`src/rtl/snax_periph_pkg.sv`:
```
// Shared register map indices and job FSM state encoding for the SNAX peripheral register file.
package snax_periph_pkg;

    localparam int unsigned RegTrigger = 0;
    localparam int unsigned RegStatus  = 1;
    localparam int unsigned RegPerf    = 2;
    localparam int unsigned RegCfgBase = 3;

    typedef enum logic [1:0] {
        StIdle,
        StStart,
        StRun
    } job_state_e;

endpackage

```
`src/rtl/hwpe_ctrl_intf_periph.sv`:
```
// Peripheral target bus: single-cycle grant request channel plus registered read response.
interface hwpe_ctrl_intf_periph #(
    parameter int unsigned IdWidth = 5
);

    logic               req;
    logic               gnt;
    logic [31:0]        add;
    logic               wen;
    logic [3:0]         be;
    logic [31:0]        data;
    logic [IdWidth-1:0] id;
    logic [31:0]        r_data;
    logic               r_valid;
    logic [IdWidth-1:0] r_id;

    modport master (
        output req, add, wen, be, data, id,
        input  gnt, r_data, r_valid, r_id
    );

    modport slave (
        input  req, add, wen, be, data, id,
        output gnt, r_data, r_valid, r_id
    );

endinterface

```
`src/rtl/snax_periph_job_fsm.sv`:
```
// Job sequencer (IDLE -> START -> RUN -> IDLE), sticky done flag and optional cycle counter.
// The counter exists only when SNAX_PERIPH_PERF_CNT_EN is defined; otherwise perf_o is 0.
module snax_periph_job_fsm
    import snax_periph_pkg::*;
(
    input  logic        clk_i,
    input  logic        rst_ni,
    input  logic        trigger_i,
    input  logic        done_i,
    input  logic        status_rd_i,
    output logic        start_o,
    output logic        busy_o,
    output logic        evt_o,
    output logic        done_o,
    output logic [31:0] perf_o
);

    job_state_e state_q;
    logic       start_q, busy_q, evt_q, done_q;

    always_ff @(posedge clk_i or negedge rst_ni) begin
        if (!rst_ni) begin
            state_q <= StIdle;
            start_q <= 1'b0;
            busy_q  <= 1'b0;
            evt_q   <= 1'b0;
            done_q  <= 1'b0;
        end else begin
            start_q <= 1'b0;
            evt_q   <= 1'b0;
            // A completion landing on the same edge as a STATUS read wins.
            if (status_rd_i) done_q <= 1'b0;
            unique case (state_q)
                StIdle: begin
                    if (trigger_i) begin
                        state_q <= StStart;
                        start_q <= 1'b1;
                        busy_q  <= 1'b1;
                    end
                end
                StStart: state_q <= StRun;
                StRun: begin
                    if (done_i) begin
                        state_q <= StIdle;
                        busy_q  <= 1'b0;
                        evt_q   <= 1'b1;
                        done_q  <= 1'b1;
                    end
                end
                default: state_q <= StIdle;
            endcase
        end
    end

    assign start_o = start_q;
    assign busy_o  = busy_q;
    assign evt_o   = evt_q;
    assign done_o  = done_q;

`ifdef SNAX_PERIPH_PERF_CNT_EN
    logic [31:0] perf_q;

    always_ff @(posedge clk_i or negedge rst_ni) begin
        if (!rst_ni) begin
            perf_q <= '0;
        end else if (state_q == StStart) begin
            perf_q <= '0;
        end else if (state_q == StRun) begin
            perf_q <= perf_q + 32'd1;
        end
    end

    assign perf_o = perf_q;
`else
    assign perf_o = '0;
`endif

endmodule

```
`src/rtl/snax_periph_regfile.sv`:
```
// Memory-mapped control registers for a SNAX accelerator: TRIGGER, STATUS, PERF and CFG words.
// Optional feature macro: SNAX_PERIPH_PERF_CNT_EN (enables the PERF cycle counter).
module snax_periph_regfile
    import snax_periph_pkg::*;
#(
    parameter int unsigned NumRegs   = 8,
    parameter int unsigned DataWidth = 32
) (
    input  logic                              clk_i,
    input  logic                              rst_ni,
    hwpe_ctrl_intf_periph.slave               periph,
    output logic [NumRegs-4:0][DataWidth-1:0] cfg_o,
    output logic                              start_o,
    input  logic                              done_i,
    output logic                              busy_o,
    output logic                              evt_o
);

    localparam int unsigned IdxW   = $clog2(NumRegs);
    localparam int unsigned NumCfg = NumRegs - RegCfgBase;

    logic [IdxW-1:0]                   idx;
    logic                              in_range, rd, wr;
    logic                              trigger, status_rd, cfg_we, done;
    logic [31:0]                       perf;
    logic [DataWidth-1:0]              rdata;
    logic [NumCfg-1:0][DataWidth-1:0]  cfg_q;
    logic                              unused_addr;

    assign unused_addr = ^periph.add[1:0];

    // Range check uses the full word address so aliases above NumRegs never hit a register.
    assign idx       = periph.add[2 +: IdxW];
    assign in_range  = periph.add[31:2] < 30'(NumRegs);
    assign rd        = periph.req & periph.wen;
    assign wr        = periph.req & ~periph.wen & in_range;
    assign trigger   = wr & (idx == IdxW'(RegTrigger)) & periph.be[0] & periph.data[0];
    assign status_rd = rd & in_range & (idx == IdxW'(RegStatus));
    assign cfg_we    = wr & ~busy_o;

    assign periph.gnt = periph.req;

    snax_periph_job_fsm u_job_fsm (
        .clk_i       (clk_i),
        .rst_ni      (rst_ni),
        .trigger_i   (trigger),
        .done_i      (done_i),
        .status_rd_i (status_rd),
        .start_o     (start_o),
        .busy_o      (busy_o),
        .evt_o       (evt_o),
        .done_o      (done),
        .perf_o      (perf)
    );

    always_ff @(posedge clk_i or negedge rst_ni) begin
        if (!rst_ni) begin
            cfg_q <= '0;
        end else begin
            for (int i = 0; i < NumCfg; i++) begin
                if (cfg_we && idx == IdxW'(i + RegCfgBase)) begin
                    for (int b = 0; b < DataWidth / 8; b++) begin
                        if (periph.be[b]) cfg_q[i][8*b +: 8] <= periph.data[8*b +: 8];
                    end
                end
            end
        end
    end

    assign cfg_o = cfg_q;

    always_comb begin
        rdata = '0;
        if (in_range) begin
            if (idx == IdxW'(RegStatus)) begin
                rdata = {{(DataWidth-2){1'b0}}, done, busy_o};
            end else if (idx == IdxW'(RegPerf)) begin
                rdata = perf;
            end
            for (int i = 0; i < NumCfg; i++) begin
                if (idx == IdxW'(i + RegCfgBase)) rdata = cfg_q[i];
            end
        end
    end

    always_ff @(posedge clk_i or negedge rst_ni) begin
        if (!rst_ni) begin
            periph.r_valid <= 1'b0;
            periph.r_data  <= '0;
            periph.r_id    <= '0;
        end else begin
            periph.r_valid <= rd;
            if (rd) begin
                periph.r_data <= rdata;
                periph.r_id   <= periph.id;
            end
        end
    end

endmodule

```
`src/flat_wrapper.sv`:
```
// flat-port wrapper written by rule: the top's interface ports become plain ports
module snax_periph_regfile_flat import snax_periph_pkg::*;
#(
    parameter int unsigned NumRegs   = 8,
    parameter int unsigned DataWidth = 32
)
  (clk_i, rst_ni, cfg_o, start_o, done_i, busy_o, evt_o, periph_req, periph_add, periph_wen, periph_be, periph_data, periph_id, periph_gnt, periph_r_data, periph_r_valid, periph_r_id);
  hwpe_ctrl_intf_periph #(.IdWidth(5)) periph_i ();
  input  logic clk_i;
  input  logic rst_ni;
  output logic [NumRegs-4:0][DataWidth-1:0] cfg_o;
  output logic start_o;
  input  logic done_i;
  output logic busy_o;
  output logic evt_o;
  input wire logic [$bits(periph_i.req)-1:0] periph_req;
  input wire logic [$bits(periph_i.add)-1:0] periph_add;
  input wire logic [$bits(periph_i.wen)-1:0] periph_wen;
  input wire logic [$bits(periph_i.be)-1:0] periph_be;
  input wire logic [$bits(periph_i.data)-1:0] periph_data;
  input wire logic [$bits(periph_i.id)-1:0] periph_id;
  output wire logic [$bits(periph_i.gnt)-1:0] periph_gnt;
  output wire logic [$bits(periph_i.r_data)-1:0] periph_r_data;
  output wire logic [$bits(periph_i.r_valid)-1:0] periph_r_valid;
  output wire logic [$bits(periph_i.r_id)-1:0] periph_r_id;
  assign periph_i.req = periph_req;
  assign periph_i.add = periph_add;
  assign periph_i.wen = periph_wen;
  assign periph_i.be = periph_be;
  assign periph_i.data = periph_data;
  assign periph_i.id = periph_id;
  assign periph_gnt = periph_i.gnt;
  assign periph_r_data = periph_i.r_data;
  assign periph_r_valid = periph_i.r_valid;
  assign periph_r_id = periph_i.r_id;
  snax_periph_regfile #(.NumRegs(NumRegs), .DataWidth(DataWidth)) u_core (.clk_i(clk_i), .rst_ni(rst_ni), .periph(periph_i), .cfg_o(cfg_o), .start_o(start_o), .done_i(done_i), .busy_o(busy_o), .evt_o(evt_o));
endmodule
```
`config.mk`:
```
export PLATFORM = sky130hd
export DESIGN_NAME = snax_periph_regfile_flat
export DESIGN_NICKNAME = d
export VERILOG_FILES = /design/src/rtl/snax_periph_pkg.sv /design/src/rtl/hwpe_ctrl_intf_periph.sv /design/src/rtl/snax_periph_job_fsm.sv /design/src/rtl/snax_periph_regfile.sv /design/src/flat_wrapper.sv
export SDC_FILE = /design/constraint.sdc
export NUM_CORES = 1
export LEC_CHECK = 0
export CAP_MARGIN = 0
export CORE_MARGIN = 4
export CORE_UTILIZATION = 47
export DETAILED_ROUTE_END_ITERATION = 10
export GPL_TIMING_DRIVEN = 0
export PLACE_DENSITY = 0.8
export SLEW_MARGIN = 20
export SYNTH_ARGS = -nofsm -noshare
export SYNTH_HDL_FRONTEND = slang
export SYNTH_SLANG_ARGS = --single-unit
```
`constraint.sdc`:
```
create_clock -name clk_i -period 2.3 [get_ports clk_i]
set_input_delay 0.23 -clock clk_i [delete_from_list [all_inputs] [get_ports clk_i]]
set_output_delay 0.23 -clock clk_i [all_outputs]
set_load 0.005 [all_outputs]
```
==> results.py <==
metrics = {
    "outcome": {
        "outcome": "complete, no violations",
    },
    "finish": {
        "fin_area_mm2": 0.01371,
        "nets": 1138,
        "final_cell_count_no_fill": 1339,
        "synthToLayoutAreaGrowth_pct": 48.58,
        "drive_gt1_frac": 0.2813,
    },
    "clock_network": {
        "cts_tree": "yes",
        "root_buffer": "clkbuf_16",
        "clockBufferDepth": 3,
        "clk_pin_slew_ns": 0.06,
        "htreeDepth": 1,
        "cts.sinks": 204,
        "clock_latency_ns": 0.51,
        "numCtsBuffers": 23,
    },
    "detailed_routing": {
        "vias": 7498,
        "drtPass1Iterations": 4,
        "dr_wl_met2_um": 14600,
        "wl_met1_um": 11970,
        "ant_nets": 0,
        "via_per_inst": 5.600,
        "routed_wl_um": 29890,
        "drt-initial-drc-count": 338,
        "routed.top_layer": "met4",
        "post-route-drc-count": 0,
        "wl_met3_um": 2535,
        "wl_per_cell_um": 22.33,
    },
    "global_routing": {
        "grt_pass1_vias": 8032,
        "grt-ovfl-total": 0,
        "grt_pass1_wl_um": 46050,
        "grt_max_degree": 100,
        "grt_use_total": 0.2665,
        "antenna_found_initial": 1,
    },
    "setup_path": {
        "r2r_slack_ns": 0.09,
        "cp.arrival_ns": 2.60,
        "crit_chain": "nor3b_2 > clkbuf_4 > nand2_1 > nor4_4 > buf_12 > mux2_2",
        "cp_max_fo": 10,
        "max_stage_delay_ns": 0.42,
        "crit_type": "flip-flop to flip-flop",
        "worst-path-buf-inv": 2,
        "cp.required_ns": 2.69,
        "critical_path.slowest_cell": "dfrtp_1",
        "setup.worst_path.end_class": "flip-flop",
        "cp-start-kind": "flip-flop",
        "crit_family": "simple AND/OR/NAND/NOR gates",
    },
    "placed_design": {
        "gp_congestion": 0.8261,
        "dp_slack_ns": -1.172,
        "placed_cell_area_mm2": 0.01237,
        "port_buffers": 276,
        "dp_hpwl_um": 20180,
        "placed_cells": 1272,
    },
    "yosys": {
        "synth_most_common_cell": "dfrtp_1",
        "async_reset_ff_frac": 1.000,
        "synth_warnings": 0,
        "syn_inst": 734,
        "synthesis.nets": 812,
        "synth.avg_cell_area_um2": 12.57,
        "yosysSeqAreaShare": 0.5534,
        "ys_ff_latch": 204,
        "synth_edf_count": 0,
        "synth_area_leaders": "dfrtp_1 55%, mux2_2 24%, a21oi_1 3.4%",
        "syn_area_mm2": 0.009225,
        "yosysUniqueCellTypes": 33,
        "synth_area_leader_cell": "dfrtp_1",
        "synth_commonest_cells": "204 x dfrtp_1, 198 x mux2_2, 64 x nor2_1",
        "synth_top_area_frac": 0.5534,
        "yosys_most_used_dff": "dfrtp_1",
    },
    "die": {
        "dieArea_mm2": 0.02193,
        "die-height_um": 148.1,
        "pin_count": 280,
        "coreArea_mm2": 0.01902,
        "initial_core_util": 0.4851,
        "die_w_um": 148.1,
        "fp-row-count": 50,
    },
    "timing": {
        "relSlewSlack": 0.4811,
        "fin_crit_sh": 0.9601,
        "setup_viol": 0,
        "finalCriticalPeriod_ns": 2.208,
        "finalHoldViolCount": 0,
        "drv_slew": 0,
        "setup_tns_ns": 0,
        "rsz0062_at_grt": "no",
        "tightest_slew_ns": 0.7783,
        "skew_ns": 0.02047,
        "fmax_mhz": 452.9,
        "fin_ws_ns": 0.09188,
    },
    "pwr": {
        "p_leak_uw": 0.006339,
        "vdd.ir_drop.worst_mv": 0.5497,
        "p_per_area_mw_per_mm2": 604.8,
    },
    "flow_run": {
        "maxCapViolations": 0,
    },
    "hold_path": {
        "hold_path.class": "primary input to async pin",
    },
}
layer usage:
metal	track usage	up-vias
met1	0.3456	3777
met5	0	-
met3	0.06429	53
met4	0.07529	0
li1	-	3325
met2	0.4499	343
cell type report:
class / count / area, um^2
Antenna cell: 2 / 5.005
Clock buffer: 32 / 659.4
Timing Repair Buffer: 301 / 3198
Tap cell: 260 / 325.3
Inverter: 3 / 11.26
Fill cell: 1337 / 5311
Multi-Input combinational cell: 487 / 4010
Buffer: 40 / 188.9
Sequential cell: 204 / 5105
Clock inverter: 10 / 203.9
report_power, final:
group,switching [uW],leakage [uW],internal (uW)
clock network,1460,0.000425,2670
registers,6.76,0.00284,3600
logic,320,0.00307,225
total,1790,0.00634,6500
worst reg2reg max path: stages, from the launching register on:
cell	delay, ns
dfrtp_1	0.42
nor3b_2	0.29
clkbuf_4	0.26
nand2_1	0.21
nor4_4	0.39
buf_12	0.18
mux2_2	0.34
what timing repair did:
action / CTS / global route
hold endpoints to repair: 204 / 0
pin swaps: 19 / 2
hold buffers: 1 / 0
endpoints found under the setup margin: 193 / 61
buffers inserted: 21 / 1
gates cloned: 0 / 0
resized for setup: 17 / 8
state kept, by name (all words and copies together) (netlist names):
name and count:
u_core.cfg_o 160, u_core.periph.r_data 32, u_core.periph.r_id 5, u_core.periph.r_valid 1, u_core.u_job_fsm.busy_o 1, u_core.u_job_fsm.done_o 1
u_core.u_job_fsm.evt_o 1, u_core.u_job_fsm.start_o 1, u_core.u_job_fsm.state_q 2
worst paths after layout:
path | end | startpoint | cells past startpoint
max in group asynchronous | u_core.periph.r_data[19] | rst_ni | 3
min | u_core.cfg_o[67] | rst_ni | 2
max | u_core.cfg_o[72] | u_core.u_job_fsm.busy_o | 6
min in group clk_i | u_core.u_job_fsm.state_q[0] | periph_add[3] | 4
min reg2reg | u_core.periph.r_data[27] | u_core.periph.r_data[27] | 2
max reg2reg | u_core.cfg_o[72] | u_core.u_job_fsm.busy_o | 6
stage by stage:
stage | hold slack [ns] | power [uW] | util
after detailed placement | 0.04696 | 4208 | 0.6506
after global placement | 0.4583 | 4191 | 0.6474
after CTS | 0.1058 | 8357 | 0.7186
after global routing | 0.1224 | 8541 | 0.7206
final | 0.1315 | 8291 | 0.7207
after floorplan | -0.06559 | 3853 | -
cells by family after synthesis:
kind of cell / count (synthesis) / synth area share
buf+inv: 43 / 0.02021
flops: 204 / 0.5534
simple gates: 187 / 0.1187
compound gates: 102 / 0.06605
mux: 198 / 0.2417
cell usage in the layout (no fill, tap or decap), types with 5 or more instances in the layout:
| master | netlist | routed |
|---|---|---|
| nor4_4 | 12 | 13 |
| buf_2 | 5 | 6 |
| bufinv_16 | 0 | 6 |
| clkbuf_8 | 0 | 5 |
| dfrtp_1 | 204 | 204 |
| buf_4 | 1 | 7 |
| nor4_1 | 8 | 6 |
| mux2_2 | 198 | 198 |
| clkdlybuf4s50_1 | 0 | 275 |
| clkbuf_2 | 0 | 7 |
| clkbuf_16 | 0 | 23 |
| a21oi_1 | 62 | 62 |
| buf_12 | 0 | 16 |
| nand2_1 | 38 | 38 |
| clkbuf_1 | 29 | 26 |
| nand3_1 | 8 | 8 |
| nor2b_1 | 5 | 5 |
| nor3_1 | 32 | 32 |
| nor3_4 | 0 | 8 |
| nor2_1 | 64 | 64 |
| o31ai_1 | 30 | 30 |
No activity file was read; power rests on OpenSTA's default activity.
